--- config.mk ---
export PLATFORM = sky130hd
export DESIGN_NAME = alu_issue
export DESIGN_NICKNAME = d
export VERILOG_FILES = /design/src/rtl/alu_issue.sv
export SDC_FILE = /design/constraint.sdc
export NUM_CORES = 1
export LEC_CHECK = 0
export CAP_MARGIN = 20
export CELL_PAD_IN_SITES_DETAIL_PLACEMENT = 0
export CELL_PAD_IN_SITES_GLOBAL_PLACEMENT = 2
export CORE_MARGIN = 3
export CORE_UTILIZATION = 25
export DETAILED_ROUTE_END_ITERATION = 16
export GPL_ROUTABILITY_DRIVEN = 0
export PLACE_DENSITY_LB_ADDON = 0.1
export SYNTH_ARGS = -nofsm -noshare
export SYNTH_HDL_FRONTEND = slang
export SYNTH_SLANG_ARGS = --single-unit
--- constraint.sdc ---
create_clock -name clk -period 6.3 [get_ports clk]
set_input_delay 0.945 -clock clk [delete_from_list [all_inputs] [get_ports clk]]
set_output_delay 0.945 -clock clk [all_outputs]
set_load 0.05 [all_outputs]
--- src/rtl/alu_issue.sv ---
// MIPS decode/issue stage driving the ALU: 1-cycle latency, registered valid/ready output that holds under backpressure.
// `ALU_ISSUE_SKID_EN adds a 1-entry skid buffer so in_ready is registered with no path from out_ready.
module alu_issue #(
  parameter int CNT_W = 8
) (
  input  logic             clk,
  input  logic             rst,
  input  logic             in_valid,
  output logic             in_ready,
  input  logic [31:0]      instr,
  input  logic [31:0]      rs_data,
  input  logic [31:0]      rt_data,
  output logic             out_valid,
  input  logic             out_ready,
  output logic [31:0]      i1,
  output logic [31:0]      i2,
  output logic [2:0]       aluop,
  output logic [4:0]       dst,
  output logic             wr_en,
  output logic             illegal,
  output logic [CNT_W-1:0] illegal_cnt
);

  localparam logic [2:0] OP_ADD = 3'b100;
  localparam logic [2:0] OP_SUB = 3'b101;
  localparam logic [2:0] OP_AND = 3'b110;
  localparam logic [2:0] OP_OR  = 3'b111;
  localparam logic [2:0] OP_SLL = 3'b000;
  localparam logic [2:0] OP_SRL = 3'b001;

  typedef struct packed {
    logic [31:0] i1;
    logic [31:0] i2;
    logic [2:0]  aluop;
    logic [4:0]  dst;
    logic        wr_en;
    logic        illegal;
  } issue_t;

  localparam issue_t RST_ISSUE = '{i1: 32'd0, i2: 32'd0, aluop: OP_ADD, dst: 5'd0, wr_en: 1'b0, illegal: 1'b0};

  typedef enum logic {EMPTY = 1'b0, FULL = 1'b1} state_t;

  logic [5:0]  opcode;
  logic [5:0]  funct;
  logic [31:0] simm;
  logic [31:0] zimm;
  logic [31:0] shamt_ext;
  logic        unused_reg_fields;

  assign opcode            = instr[31:26];
  assign funct             = instr[5:0];
  assign simm              = {{16{instr[15]}}, instr[15:0]};
  assign zimm              = {16'd0, instr[15:0]};
  assign shamt_ext         = {27'd0, instr[10:6]};
  assign unused_reg_fields = ^instr[25:16];

  issue_t dec;

  always_comb begin
    dec = RST_ISSUE;
    if (opcode == 6'h00) begin
      dec.dst   = instr[15:11];
      dec.wr_en = 1'b1;
      dec.i1    = rs_data;
      dec.i2    = rt_data;
      case (funct)
        6'h20, 6'h21: dec.aluop = OP_ADD;
        6'h22, 6'h23: dec.aluop = OP_SUB;
        6'h24:        dec.aluop = OP_AND;
        6'h25:        dec.aluop = OP_OR;
        6'h00: begin
          dec.aluop = OP_SLL;
          dec.i1    = rt_data;
          dec.i2    = shamt_ext;
        end
        6'h02: begin
          dec.aluop = OP_SRL;
          dec.i1    = rt_data;
          dec.i2    = shamt_ext;
        end
        default:      dec.illegal = 1'b1;
      endcase
    end else begin
      dec.dst   = instr[20:16];
      dec.wr_en = 1'b1;
      dec.i1    = rs_data;
      dec.i2    = simm;
      dec.aluop = OP_ADD;
      case (opcode)
        6'h08, 6'h09, 6'h23: dec.aluop = OP_ADD;
        6'h0C: begin
          dec.aluop = OP_AND;
          dec.i2    = zimm;
        end
        6'h0D: begin
          dec.aluop = OP_OR;
          dec.i2    = zimm;
        end
        6'h2B:   dec.wr_en   = 1'b0;
        default: dec.illegal = 1'b1;
      endcase
    end
    // Illegal ops are passed through as an inert add so downstream can trap on them.
    if (dec.illegal) begin
      dec         = RST_ISSUE;
      dec.illegal = 1'b1;
    end
    if (dec.dst == 5'd0) begin
      dec.wr_en = 1'b0;
    end
  end

  state_t state_q, state_d;
  issue_t out_q, out_d;
  logic   in_acc;
  logic   out_fire;
  logic   out_load;
  logic   cand_vld;
  issue_t cand;

  assign in_acc   = in_valid && in_ready;
  assign out_fire = out_valid && out_ready;
  assign out_load = (state_q == EMPTY) || out_fire;

`ifdef ALU_ISSUE_SKID_EN
  logic   skid_vld_q, skid_vld_d;
  issue_t skid_q, skid_d;

  assign in_ready = !skid_vld_q;
  // A parked skid entry always goes to the output ahead of new input to keep order.
  assign cand_vld = skid_vld_q || in_acc;
  assign cand     = skid_vld_q ? skid_q : dec;

  always_comb begin
    skid_vld_d = skid_vld_q;
    skid_d     = skid_q;
    if (skid_vld_q && out_load) begin
      skid_vld_d = 1'b0;
    end else if (in_acc && !out_load) begin
      skid_vld_d = 1'b1;
      skid_d     = dec;
    end
  end

  always_ff @(posedge clk) begin
    if (rst) begin
      skid_vld_q <= 1'b0;
      skid_q     <= RST_ISSUE;
    end else begin
      skid_vld_q <= skid_vld_d;
      skid_q     <= skid_d;
    end
  end
`else
  assign in_ready = !out_valid || out_ready;
  assign cand_vld = in_acc;
  assign cand     = dec;
`endif

  always_ff @(posedge clk) begin
    if (rst) begin
      state_q <= EMPTY;
    end else begin
      state_q <= state_d;
    end
  end

  always_comb begin
    state_d = state_q;
    case (state_q)
      EMPTY:   if (cand_vld) state_d = FULL;
      FULL:    if (out_fire && !cand_vld) state_d = EMPTY;
      default: state_d = EMPTY;
    endcase
  end

  always_comb begin
    out_valid = (state_q == FULL);
  end

  always_comb begin
    out_d = out_q;
    if (out_load && cand_vld) begin
      out_d = cand;
    end
  end

  always_ff @(posedge clk) begin
    if (rst) begin
      out_q <= RST_ISSUE;
    end else begin
      out_q <= out_d;
    end
  end

  assign i1      = out_q.i1;
  assign i2      = out_q.i2;
  assign aluop   = out_q.aluop;
  assign dst     = out_q.dst;
  assign wr_en   = out_q.wr_en;
  assign illegal = out_q.illegal;

  logic [CNT_W-1:0] cnt_q, cnt_d;

  always_comb begin
    cnt_d = cnt_q;
    if (in_acc && dec.illegal && (cnt_q != {CNT_W{1'b1}})) begin
      cnt_d = cnt_q + {{(CNT_W-1){1'b0}}, 1'b1};
    end
  end

  always_ff @(posedge clk) begin
    if (rst) begin
      cnt_q <= '0;
    end else begin
      cnt_q <= cnt_d;
    end
  end

  assign illegal_cnt = cnt_q;

endmodule

==> After elaboration in Yosys (flattened, before gate mapping) <==
Index checks and enable logic that the tools add are counted.
{ "word_totals": {"register_bits": 83, "latch_bits": 0, "ram_bits": 0, "rom_bits": 0, "elab_cells": 55, "n_memories": 0} }
{ "classes": {"n_addsub": 1, "n_mul": 0, "n_div": 0, "magnitude_cmp": 0, "n_eq_ne": 14, "n_shift": 0, "muxes": 13, "bitwise_logic": 1, "n_reduce_logical": 18} }
{ "ops": {"columns": ["op", "count"], "rows": [
  ["two-way mux 74 bit", 2],
  ["two-way mux 64 bit", 1],
  ["equality test 6 bit, second input constant", 8],
  ["two-way mux 32 bit", 1],
  ["equality test 6 x 4 -> 1 bit, second input constant", 4],
  ["case mux 3 bit (5 select lines)", 1],
  ["logical NOT 6 bit", 2],
  ["adder 8 x 1 -> 8 bit, second input constant", 1],
  ["inequality test 8 bit, second input constant", 1],
  ["OR reduction 8 bit", 1],
  ["equality test 6 x 2 -> 1 bit, second input constant", 1],
  ["logical AND 1 bit", 6],
  ["two-way mux 1 bit", 6],
  ["OR reduction 2 bit", 3],
  ["OR reduction 6 bit", 1],
  ["logical NOT 5 bit", 1],
  ["case mux 2 bit (2 select lines)", 1],
  ["logical NOT 1 bit", 2],
  ["logical OR 1 bit", 2],
  ["case mux 1 bit (2 select lines)", 1],
  ["NOT 1 bit", 1]
]} }

==> Longest topological paths before layout <==
Gate-level depths: netlist of the first run.
{ "logic_depth": {"ltp_word": 7, "ltp_mapped": 7} }

==> Worst setup path before layout of the first run <==
Ideal clock, no wire load.
{ "synth_timing": {"path_type": "input to register", "from": "input instr[30]", "to": "register cnt_q[5], in the netlist illegal_cnt[5]", "setup_time_ps": 121, "arrival_ps": 2609, "required_ps": 6179, "slack_ps": 3570, "path_stages": 6, "n_path_buf": 1, "cell_sequence": "or4_4 or2_1 o21a_1 buf_2 nor3_1 mux2_2"} }
{ "synth_via": {"elab_chain_cells": 7, "word_cells_on_any_way": 13, "classes_between": "eq/ne: 6; mux: 3; reduce/logical: 4"} }
{ "synth_lines": {"columns": ["element", "line_no", "rtl"], "rows": [
  ["start: declaration", "10", "input logic [31:0] instr,"],
  ["equality test 6 bit / equality test 6 x 4 -> 1 bit (equally long branches)", "90", "case (opcode)"],
  ["OR reduction 6 bit (no source line)", null, null],
  ["two-way mux 1 bit", "90", null],
  ["two-way mux 74 bit *", "62", "if (opcode == 6'h00) begin"],
  ["two-way mux 74 bit *", "105", "if (dec.illegal) begin"],
  ["logical AND 1 bit * (2 in a row)", "208", "if (in_acc && dec.illegal && (cnt_q != {CNT_W{1'b1}})) begin"],
  ["end signal: assignment", "217", "cnt_q <= cnt_d;"],
  ["end: declaration", "204", "logic [CNT_W-1:0] cnt_q, cnt_d;"]
]} }
Mark *: on every way between the ends. The rest lies on a longest branch, timed or not.
A chain may end at the register's enable or synchronous reset.

==> Final worst setup path of the first run <==
{ "layout_timing": {"from": "input instr[30]", "to": "register cnt_q[6], in the netlist illegal_cnt[6]"} }
Same word-level chain as after synthesis.

==> results of run 1 <==
cell type report:
cell class,instances,area (sq um)
fill,1568,9130
multi-input combinational,301,2080
timing repair buffer,184,1830
sequential,83,1660
tap,211,264
clock buffer,12,236
clock inverter,3,40.0
inverter,4,15.0
per-layer routing:
| layer | vias to the layer above | wire length (microns) | track usage (%) |
|---|---|---|---|
| li1 | 1902 | - | - |
| met1 | 1858 | 6450 | 20.9 |
| met2 | 131 | 6680 | 26.4 |
| met3 | 15 | 1130 | 5.70 |
| met4 | 2 | 223 | 5.43 |
| met5 | - | 13 | 0 |
kinds of logic (layout without fill, tap and decap cells):
logic type / Yosys count / in the layout
fa+ha+maj: 1 / 1
compound gates: 127 / 127
simple gates: 126 / 126
mux: 47 / 47
buf+inv: 43 / 203
flops: 83 / 83
how the worst max path moves through the flow:
stage	end	from	cells past startpoint	slack, ns
global placement	i1[13]	instr[30]	7	1.78
CTS	i1[14]	instr[30]	7	2.10
global route	illegal_cnt[6]	instr[30]	6	2.41
floorplan	illegal_cnt[5]	instr[30]	6	3.57
detailed placement	i1[14]	instr[30]	7	1.74
finish	illegal_cnt[6]	instr[30]	6	2.54
power by group through the flow:
| stage | combinational (mW) | clock [mW] | sequential [mW] |
|---|---|---|---|
| 2_1_floorplan | 0.0671 | 0 | 0.581 |
| 3_3_place_gp | 0.202 | 0 | 0.551 |
| 3_5_place_dp | 0.203 | 0 | 0.551 |
| 4_1_cts | 0.204 | 0.530 | 0.539 |
| 5_1_grt | 0.216 | 0.548 | 0.540 |
| 6_report | 0.202 | 0.512 | 0.539 |
registers in the layout, summed over array words and instances (netlist names):
| name | count |
|---|---|
| i1 | 32 |
| illegal_cnt | 8 |
| illegal | 1 |
| out_valid | 1 |
| dst | 5 |
| aluop | 3 |
| i2 | 32 |
| wr_en | 1 |
worst register-to-register path, cell delays in order, from the launching register on:
cell	delay [ns]
dfxtp_1	0.34
ha_1	0.26
nand3_1	0.10
o211ai_1	0.22
or2_2	0.41
nor3_1	0.19
mux2_2	0.35
through the flow:
stage | util [%] | total power [mW] | instances | hold WS [ns] | instance area [sq um]
final | 40.2 | 1.25 | 798 | 0.455 | 6130
after global routing | 40.2 | 1.30 | 798 | 0.480 | 6130
after CTS | 40.1 | 1.27 | 797 | 0.458 | 6110
after detailed placement | 38.2 | 0.754 | 782 | 0.450 | 5840
after global placement | 38.2 | 0.752 | 782 | 0.445 | 5840
after floorplan | - | 0.648 | 427 | 0.675 | 3920
cell usage in the layout (no fill, tap or decap), drive strengths merged, types with 3 or more instances in the layout:
| cell type | n |
|---|---|
| a21oi | 24 |
| a22oi | 10 |
| a2bb2oi | 49 |
| a32o | 5 |
| buf | 7 |
| clkbuf | 12 |
| clkdlybuf4s50 | 177 |
| dfxtp | 83 |
| inv | 4 |
| mux2 | 3 |
| mux2i | 44 |
| nand2 | 15 |
| nand3 | 22 |
| nor2 | 57 |
| nor2b | 5 |
| nor3 | 4 |
| o211ai | 3 |
| o21ai | 8 |
| o31ai | 18 |
| or2 | 4 |
| or4 | 6 |
==> results.sh, run 1 <==
export IMPL_setup_violations=0
export IMPL_die_h_microns=131
export IMPL_end_kind="flop"
export IMPL_synth_ff_type="dfxtp_1"
export IMPL_yosysTopAreaCell="dfxtp_1"
export IMPL_seqPwrFrac_pct=43.1
export IMPL_synthMuxAreaShare_pct=12.1
export IMPL_cts_buffers=9
export IMPL_holdPathStages=2
export IMPL_report_final_slew_viol_count=0
export IMPL_clockBufferDepth=2
export IMPL_synthTopCellsByCount="dfxtp_1 (83), nor2_1 (57), a2bb2oi_1 (49)"
export IMPL_async_flop_share_pct=0
export IMPL_synth_nets=528
export IMPL_cts_setup_buffers=0
export IMPL_netSwitchingFraction_pct=25.3
export IMPL_required_ns=6.52
export IMPL_syn_area_per_cell_sq_um=9.18
export IMPL_start_util_pct=25.7
export IMPL_start_kind="input port"
export IMPL_clk_pin_slew_ns=0.06
export IMPL_synth_area_leaders="dfxtp_1 (42%), mux2i_1 (11%), a2bb2oi_1 (11%), nor2_1 (5.5%), o31ai_1 (3.4%)"
export IMPL_post_cts_resize_count=0
export IMPL_fin_skew_ns=0.00469
export IMPL_hold_viol=0
export IMPL_cts_hold_fix_buffers=0
export IMPL_internal_power_mw=0.936
export IMPL_tightestPinTransition_ns=1.07
export IMPL_drc_errors=0
export IMPL_insertion_delay_ns=0.34
export IMPL_p_per_area_nw_per_um2=204
export IMPL_ant_nets=0
export IMPL_clkPwrFrac_pct=40.8
export IMPL_synth_most_common_cell="dfxtp_1"
export IMPL_path_cells="clkdlybuf4s50_1 > or4_4 > or2_2 > o21a_1 > nor4_1 > mux2_2"
export IMPL_synth_compound_area_share_pct=24.8
export IMPL_antenna_found_initial=1
export IMPL_vias_per_cell=4.90
export IMPL_grt_max_degree=75
export IMPL_wl_per_cell_microns=18.2
export IMPL_cts_root_buf="clkbuf_16"
export IMPL_wirelength_microns=14500
export IMPL_crit_type="in2reg"
export IMPL_ioPinCount=184
export IMPL_min_to="i2[15]"
export IMPL_worstHoldPathType="reg2reg"
export IMPL_rows=45
export IMPL_rrSetupSlack_ns=4.32
export IMPL_status="finished clean"
export IMPL_holdCritStartpoint="i2[15]"
export IMPL_netSwitchingPower_mw=0.317
export IMPL_fin_nets=684
export IMPL_yosys_area_share_xor_xnor_pct=0
export IMPL_rsz0062_at_grt="no"
export IMPL_crit_fanout=47
export IMPL_cts_tree="yes"
export IMPL_fin_ws_ns=2.54
export IMPL_route_vias_total=3908
export IMPL_relSlewSlack_pct=28.3
export IMPL_coreArea_sq_um=15300
export IMPL_layout_drive_gt1_share_pct=5.79
export IMPL_synth_edf_count=0
export IMPL_cts_htree_levels=3
export IMPL_r2r_start="illegal_cnt[0]"
export IMPL_synth_distinct_cells=48
export IMPL_fin_tns_setup_ns=0
export IMPL_min_period_ns=3.76
export IMPL_dieArea_sq_um=17200
export IMPL_track_usage_pct=16.5
export IMPL_portBuffers=178
export IMPL_synth_fa_ha_area_share_pct=0.319
export IMPL_yosysTopAreaCellShare_pct=42.4
export IMPL_synth_seq_cells=83
export IMPL_fmax_mhz=266
export IMPL_synth_simple_gate_area_share_pct=15.5
export IMPL_leakage_nw=2.21
export IMPL_dr_pass1_iters=4
export IMPL_drt_iter0_markers=147
export IMPL_grt_pass1_vias=3922
export IMPL_clock_sinks=83
export IMPL_netlist_instances=427
export IMPL_grt_first_pass_wirelength_microns=22800
export IMPL_slowest_delay_ns=0.68
export IMPL_synth_top_family_by_area="compound AO/OA/AOI/OAI gates"
export IMPL_netlist_area_sq_um=3920
export IMPL_fin_crit_sh_pct=59.6
export IMPL_synth_sequential_area_ratio_pct=42.4
export IMPL_arrival_ns=3.98
export IMPL_slowest_stage="or2_2"
export IMPL_critical_path_buf_inv_count=1
export IMPL_overflow=0
export IMPL_r2r_cells=6
export IMPL_peakVddDrop_mv=0.120
export IMPL_comb_power_share_pct=16.1
export IMPL_max_cap_violations=0
export IMPL_cpLargestDelayFamily="simple AND/OR/NAND/NOR gates"
export IMPL_antenna_cells=0
export IMPL_dp_hpwl_microns=10200
export IMPL_synth_warning_count=0
export IMPL_reg2reg_to="illegal_cnt[5]"
export IMPL_dieWidth_microns=131
export IMPL_synthToLayoutAreaGrowth_pct=56.4
export IMPL_preCtsSetupSlack_ns=1.74
No activity file was read; power rests on OpenSTA's default activity.
==> inputs of run 2 (changes only) <==
Settings changed: CORE_UTILIZATION 25 to 23.
Clock period 6.3 ns to 3.9 ns, I/O delays scaled along.
==> results.sh, run 2 (synthesis gave the netlist of run 1 again) <==
export IMPL_slowest_stage="or4_4"
export IMPL_antenna_found_initial=1
export IMPL_grt_pass1_vias=3906
export IMPL_cts_buffers=9
export IMPL_dp_hpwl_microns=10500
export IMPL_rows=47
export IMPL_p_per_area_nw_per_um2=334
export IMPL_insertion_delay_ns=0.34
export IMPL_status="finished clean"
export IMPL_crit_fanout=46
export IMPL_ant_nets=0
export IMPL_grt_first_pass_wirelength_microns=22400
export IMPL_antenna_cells=0
export IMPL_holdCritStartpoint="i2[15]"
export IMPL_ioPinCount=184
export IMPL_cts_setup_buffers=0
export IMPL_utilization_pct=37.3
export IMPL_total_power_mw=2.08
export IMPL_peakVddDrop_mv=0.184
export IMPL_rrSetupSlack_ns=1.95
export IMPL_crit_type="in2reg"
export IMPL_synthToLayoutAreaGrowth_pct=58.5
export IMPL_arrival_ns=3.08
export IMPL_use_met3_pct=6.25
export IMPL_fin_skew_ns=0.00589
export IMPL_drc_errors=0
export IMPL_r2r_start="illegal_cnt[0]"
export IMPL_cts_tree="yes"
export IMPL_reg2reg_to="illegal_cnt[5]"
export IMPL_mostFrequentLayoutCell="clkdlybuf4s50_1"
export IMPL_fin_nets=688
export IMPL_rsz0062_at_grt="no"
export IMPL_relSlewSlack_pct=53.2
export IMPL_cts_htree_levels=3
export IMPL_post_cts_resize_count=0
export IMPL_dieWidth_microns=137
export IMPL_max_cap_violations=0
export IMPL_leakage_nw=2.24
export IMPL_report_final_slew_viol_count=0
export IMPL_fin_crit_sh_pct=73.7
export IMPL_overflow=0
export IMPL_required_ns=4.11
export IMPL_layout_cells_non_filler=811
export IMPL_portBuffers=178
export IMPL_cp_common_cell="buf_4"
export IMPL_track_usage_pct=15.8
export IMPL_coreArea_sq_um=16600
export IMPL_drt_iter0_markers=193
export IMPL_clk_pin_slew_ns=0.06
export IMPL_die_h_microns=137
export IMPL_fin_tns_setup_ns=0
export IMPL_min_period_ns=2.88
export IMPL_wirelength_microns=14800
export IMPL_grt_busiest_layer="met2"
export IMPL_clock_sinks=83
export IMPL_route_vias_total=3920
export IMPL_dr_pass1_iters=4
export IMPL_cts_root_buf="clkbuf_16"
export IMPL_setup_violations=0
export IMPL_layout_common_cells="clkdlybuf4s50_1 (177), dfxtp_1 (83), nor2_1 (57)"
export IMPL_vias_per_cell=4.83
export IMPL_start_kind="input port"
export IMPL_hold_viol=0
export IMPL_worstHoldPathType="reg2reg"
export IMPL_critical_path_buf_inv_count=3
export IMPL_grt_util_met2_pct=24.6
export IMPL_grt_max_degree=51
export IMPL_cts_hold_fix_buffers=0
export IMPL_dp_cells=796
export IMPL_fmax_mhz=348
export IMPL_slowest_delay_ns=0.60
export IMPL_path_cells="clkdlybuf4s50_1 > or4_4 > or2_2 > buf_4 > o211ai_4 > buf_4 > a2bb2oi_1 > nor2_1"
export IMPL_dieArea_sq_um=18600
export IMPL_layout_drive_gt1_share_pct=6.94
export IMPL_cpLargestDelayFamily="buffers and inverters"
export IMPL_holdPathStages=2
export IMPL_clockBufferDepth=2
export IMPL_wl_per_cell_microns=18.2
export IMPL_r2r_cells=6
export IMPL_use_met1_pct=20.8
export IMPL_tightestPinTransition_ns=0.699
export IMPL_end_kind="flop"
export IMPL_start_util_pct=23.6
export IMPL_min_to="i2[15]"
-- run 2: cell count changes in the layout (fill, tap and decap cells not counted) --
| cell | change |
|---|---|
| clkinvlp_4 | +2 |
| clkinv_2 | -1 |
| clkbuf_1 | -3 |
| buf_12 | +1 |
| buf_4 | +3 |
| clkbuf_8 | +2 |
-- run 2: power by group --
part           switching [mW]  internal [mW]
clock network           0.352          0.526
logic                   0.168          0.160
registers             0.00891          0.862
total                   0.529           1.55
-- run 2: worst max-delay path by stage --
stage | from | end | slack (ns) | cells past startpoint
detailed placement | instr[26] | i1[17] | 0.65 | 8
CTS | instr[26] | i1[17] | 1.01 | 8
global route | instr[26] | i2[9] | 0.90 | 8
floorplan | instr[30] | illegal_cnt[5] | 1.53 | 6
finish | instr[30] | i1[17] | 1.02 | 8
global placement | instr[30] | i1[1] | 0.69 | 8
-- run 2: metrics by stage --
step | cell area [sq um] | hold WS [ns] | worst slack (ns)
after detailed placement | 5910 | 0.448 | 0.647
final | 6210 | 0.454 | 1.02
after global placement | 5910 | 0.445 | 0.687
after global routing | 6210 | 0.486 | 0.898
after floorplan | 3920 | 0.675 | 1.53
after CTS | 6210 | 0.457 | 1.01
-- run 2: tightest hold or removal path, delay by kind of cell (launching register included) --
family / cells / cell delay (ns)
AOI/OAI and AO/OA: 1 / 0.05
DFF: 1 / 0.31
and+or+nand+nor: 1 / 0.05
-- run 2: cell type report --
cell class	instances	area [sq um]
clock buffers	11	253
fillers	1707	10400
multi-input cells	301	2080
clock inverters	4	50.0
well taps	220	275
inverters	4	15.0
flip-flops and latches	83	1660
repair buffers	188	1880
-- run 2: metal layers --
metal	routed length (microns)	vias up
li1	-	1910
met4	124	2
met3	1070	7
met5	9	-
met1	6710	1875
met2	6840	126
==> inputs of run 3 (changes only) <==
Clock period 3.9 ns to 2.7 ns, I/O delays scaled along.
==> results.sh, run 3 (synthesis gave the netlist of run 1 again) <==
export IMPL_regArea_sq_um=1660
export IMPL_route_vias_total=3945
export IMPL_netSwitchingFraction_pct=25.1
export IMPL_start_kind="input port"
export IMPL_min_period_ns=2.49
export IMPL_fmax_mhz=401
export IMPL_dieArea_sq_um=18600
export IMPL_p_per_area_nw_per_um2=473
export IMPL_worstHoldPathType="reg2reg"
export IMPL_cp_common_cell="buf_4"
export IMPL_leakage_nw=2.41
export IMPL_layout_common_cells="clkdlybuf4s50_1 (177), dfxtp_1 (83), nor2_1 (57)"
export IMPL_holdCritStartpoint="wr_en"
export IMPL_grt_max_degree=75
export IMPL_preCtsSetupSlack_ns=-0.136
export IMPL_post_cts_resize_count=0
export IMPL_fin_ws_ns=0.206
export IMPL_overflow=0
export IMPL_clk_pin_slew_ns=0.06
export IMPL_antenna_found_initial=1
export IMPL_clockBufferDepth=2
export IMPL_grt_pass1_vias=4019
export IMPL_min_to="wr_en"
export IMPL_portBuffers=178
export IMPL_rsz0062_at_grt="no"
export IMPL_comb_power_share_pct=16.2
export IMPL_clock_sinks=83
export IMPL_cts_setup_buffers=0
export IMPL_relSlewSlack_pct=62.8
export IMPL_cts_htree_levels=3
export IMPL_layout_cells_non_filler=837
export IMPL_layout_drive_gt1_share_pct=10.5
export IMPL_rows=47
export IMPL_wl_per_cell_microns=17.6
export IMPL_die_h_microns=137
export IMPL_end_kind="flop"
export IMPL_reg2reg_to="illegal_cnt[7]"
export IMPL_insertion_delay_ns=0.34
export IMPL_cts_tree="yes"
export IMPL_fill_cells=1654
export IMPL_ant_nets=0
export IMPL_dp_hpwl_microns=11000
export IMPL_hold_viol=0
export IMPL_crit_fanout=8
export IMPL_multi_input_area_sq_um=2080
export IMPL_drc_errors=0
export IMPL_dr_pass1_iters=4
export IMPL_dieWidth_microns=137
export IMPL_fin_crit_sh_pct=92.4
export IMPL_cts_hold_fix_buffers=0
export IMPL_mostFrequentLayoutCell="clkdlybuf4s50_1"
export IMPL_internal_power_mw=2.30
export IMPL_critical_path_buf_inv_count=4
export IMPL_status="finished clean"
export IMPL_holdPathStages=2
export IMPL_fin_skew_ns=0.00569
export IMPL_wirelength_microns=14700
export IMPL_dp_cells=821
export IMPL_r2r_cells=6
export IMPL_antenna_cells=0
export IMPL_setup_violations=0
export IMPL_cts_root_buf="clkbuf_16"
export IMPL_track_usage_pct=15.9
export IMPL_whs_ns=0.457
export IMPL_synthToLayoutAreaGrowth_pct=66.0
export IMPL_cts_buffers=9
export IMPL_coreArea_sq_um=16600
export IMPL_fin_area_sq_um=6510
export IMPL_slowest_delay_ns=0.56
export IMPL_ioPinCount=184
export IMPL_vias_per_cell=4.71
export IMPL_crit_type="in2reg"
export IMPL_max_cap_violations=0
export IMPL_cpLargestDelayFamily="buffers and inverters"
export IMPL_report_final_slew_viol_count=0
export IMPL_seqPwrFrac_pct=40.9
export IMPL_arrival_ns=2.70
export IMPL_grt_first_pass_wirelength_microns=22900
export IMPL_slowest_stage="or4_4"
export IMPL_peakVddDrop_mv=0.261
export IMPL_netSwitchingPower_mw=0.771
export IMPL_r2r_start="illegal_cnt[0]"
export IMPL_fin_nets=713
export IMPL_dpl_cell_area_sq_um=6200
export IMPL_rrSetupSlack_ns=0.94
export IMPL_drt_iter0_markers=139
export IMPL_required_ns=2.91
export IMPL_clkPwrFrac_pct=42.8
export IMPL_path_cells="clkdlybuf4s50_1 > or4_4 > buf_4 > nor4b_2 > buf_4 > buf_12 > mux2i_1 > a2bb2oi_1 > nor2_1"
export IMPL_start_util_pct=23.6
export IMPL_tightestPinTransition_ns=0.556
-- run 3: cell count changes in the layout (fill, tap and decap cells not counted) --
| cell | change |
|---|---|
| buf_12 | +8 |
| buf_4 | +17 |
| bufinv_16 | +1 |
| clkbuf_1 | +2 |
| clkbuf_8 | -2 |
| clkinv_2 | +1 |
| clkinvlp_4 | -1 |
-- run 3: routing by layer --
layer  track usage (%)  vias up  part of all wire, %
met5                 0        -                0.088
li1                  -     1954                    -
met3              5.22       10                  7.7
met4              4.76        2                 0.98
met2              25.1      111                   46
met1              20.7     1868                   45
-- run 3: how the worst max path moves through the flow --
stage / startpoint / slack, ns / endpoint / cells past startpoint
global placement: instr[30] / -0.16 / illegal_cnt[6] / 6
floorplan: out_valid / 0.42 / illegal_cnt[5] / 5
global route: instr[30] / 0.07 / illegal_cnt[6] / 6
finish: instr[30] / 0.21 / i1[18] / 9
CTS: instr[30] / 0.22 / illegal_cnt[6] / 6
detailed placement: instr[30] / -0.14 / illegal_cnt[6] / 6
-- run 3: layout make-up --
class / instances / share of cell area, %
timing repair buffer: 213 / 33.3
multi-input combinational: 301 / 32.0
sequential: 83 / 25.5
tap: 220 / 4.23
clock buffer: 11 / 3.58
clock inverter: 5 / 1.19
inverter: 4 / 0.231
-- run 3: power by group through the flow --
stage | sequential [mW] | combinational, mW | clock (mW)
after global routing | 1.26 | 0.538 | 1.40
final | 1.26 | 0.499 | 1.32
after global placement | 1.29 | 0.503 | 0
after floorplan | 1.36 | 0.157 | 0
after CTS | 1.26 | 0.507 | 1.36
after detailed placement | 1.29 | 0.504 | 0
-- run 3: per-stage QoR --
step	utilization (%)	setup TNS, ns	total power, mW
finish	39.1	0	3.08
global route	39.1	0	3.20
CTS	39.1	0	3.13
detailed placement	37.2	-4.20	1.79
global placement	37.2	-4.82	1.79
floorplan	-	0	1.51
-- run 3: tightest hold or removal path, delay by kind of cell, from the launching register on --
kind	cells	cell delay, ns
flip-flops	1	0.31
AND/OR/NAND/NOR	1	0.05
AO/OA/AOI/OAI	1	0.05
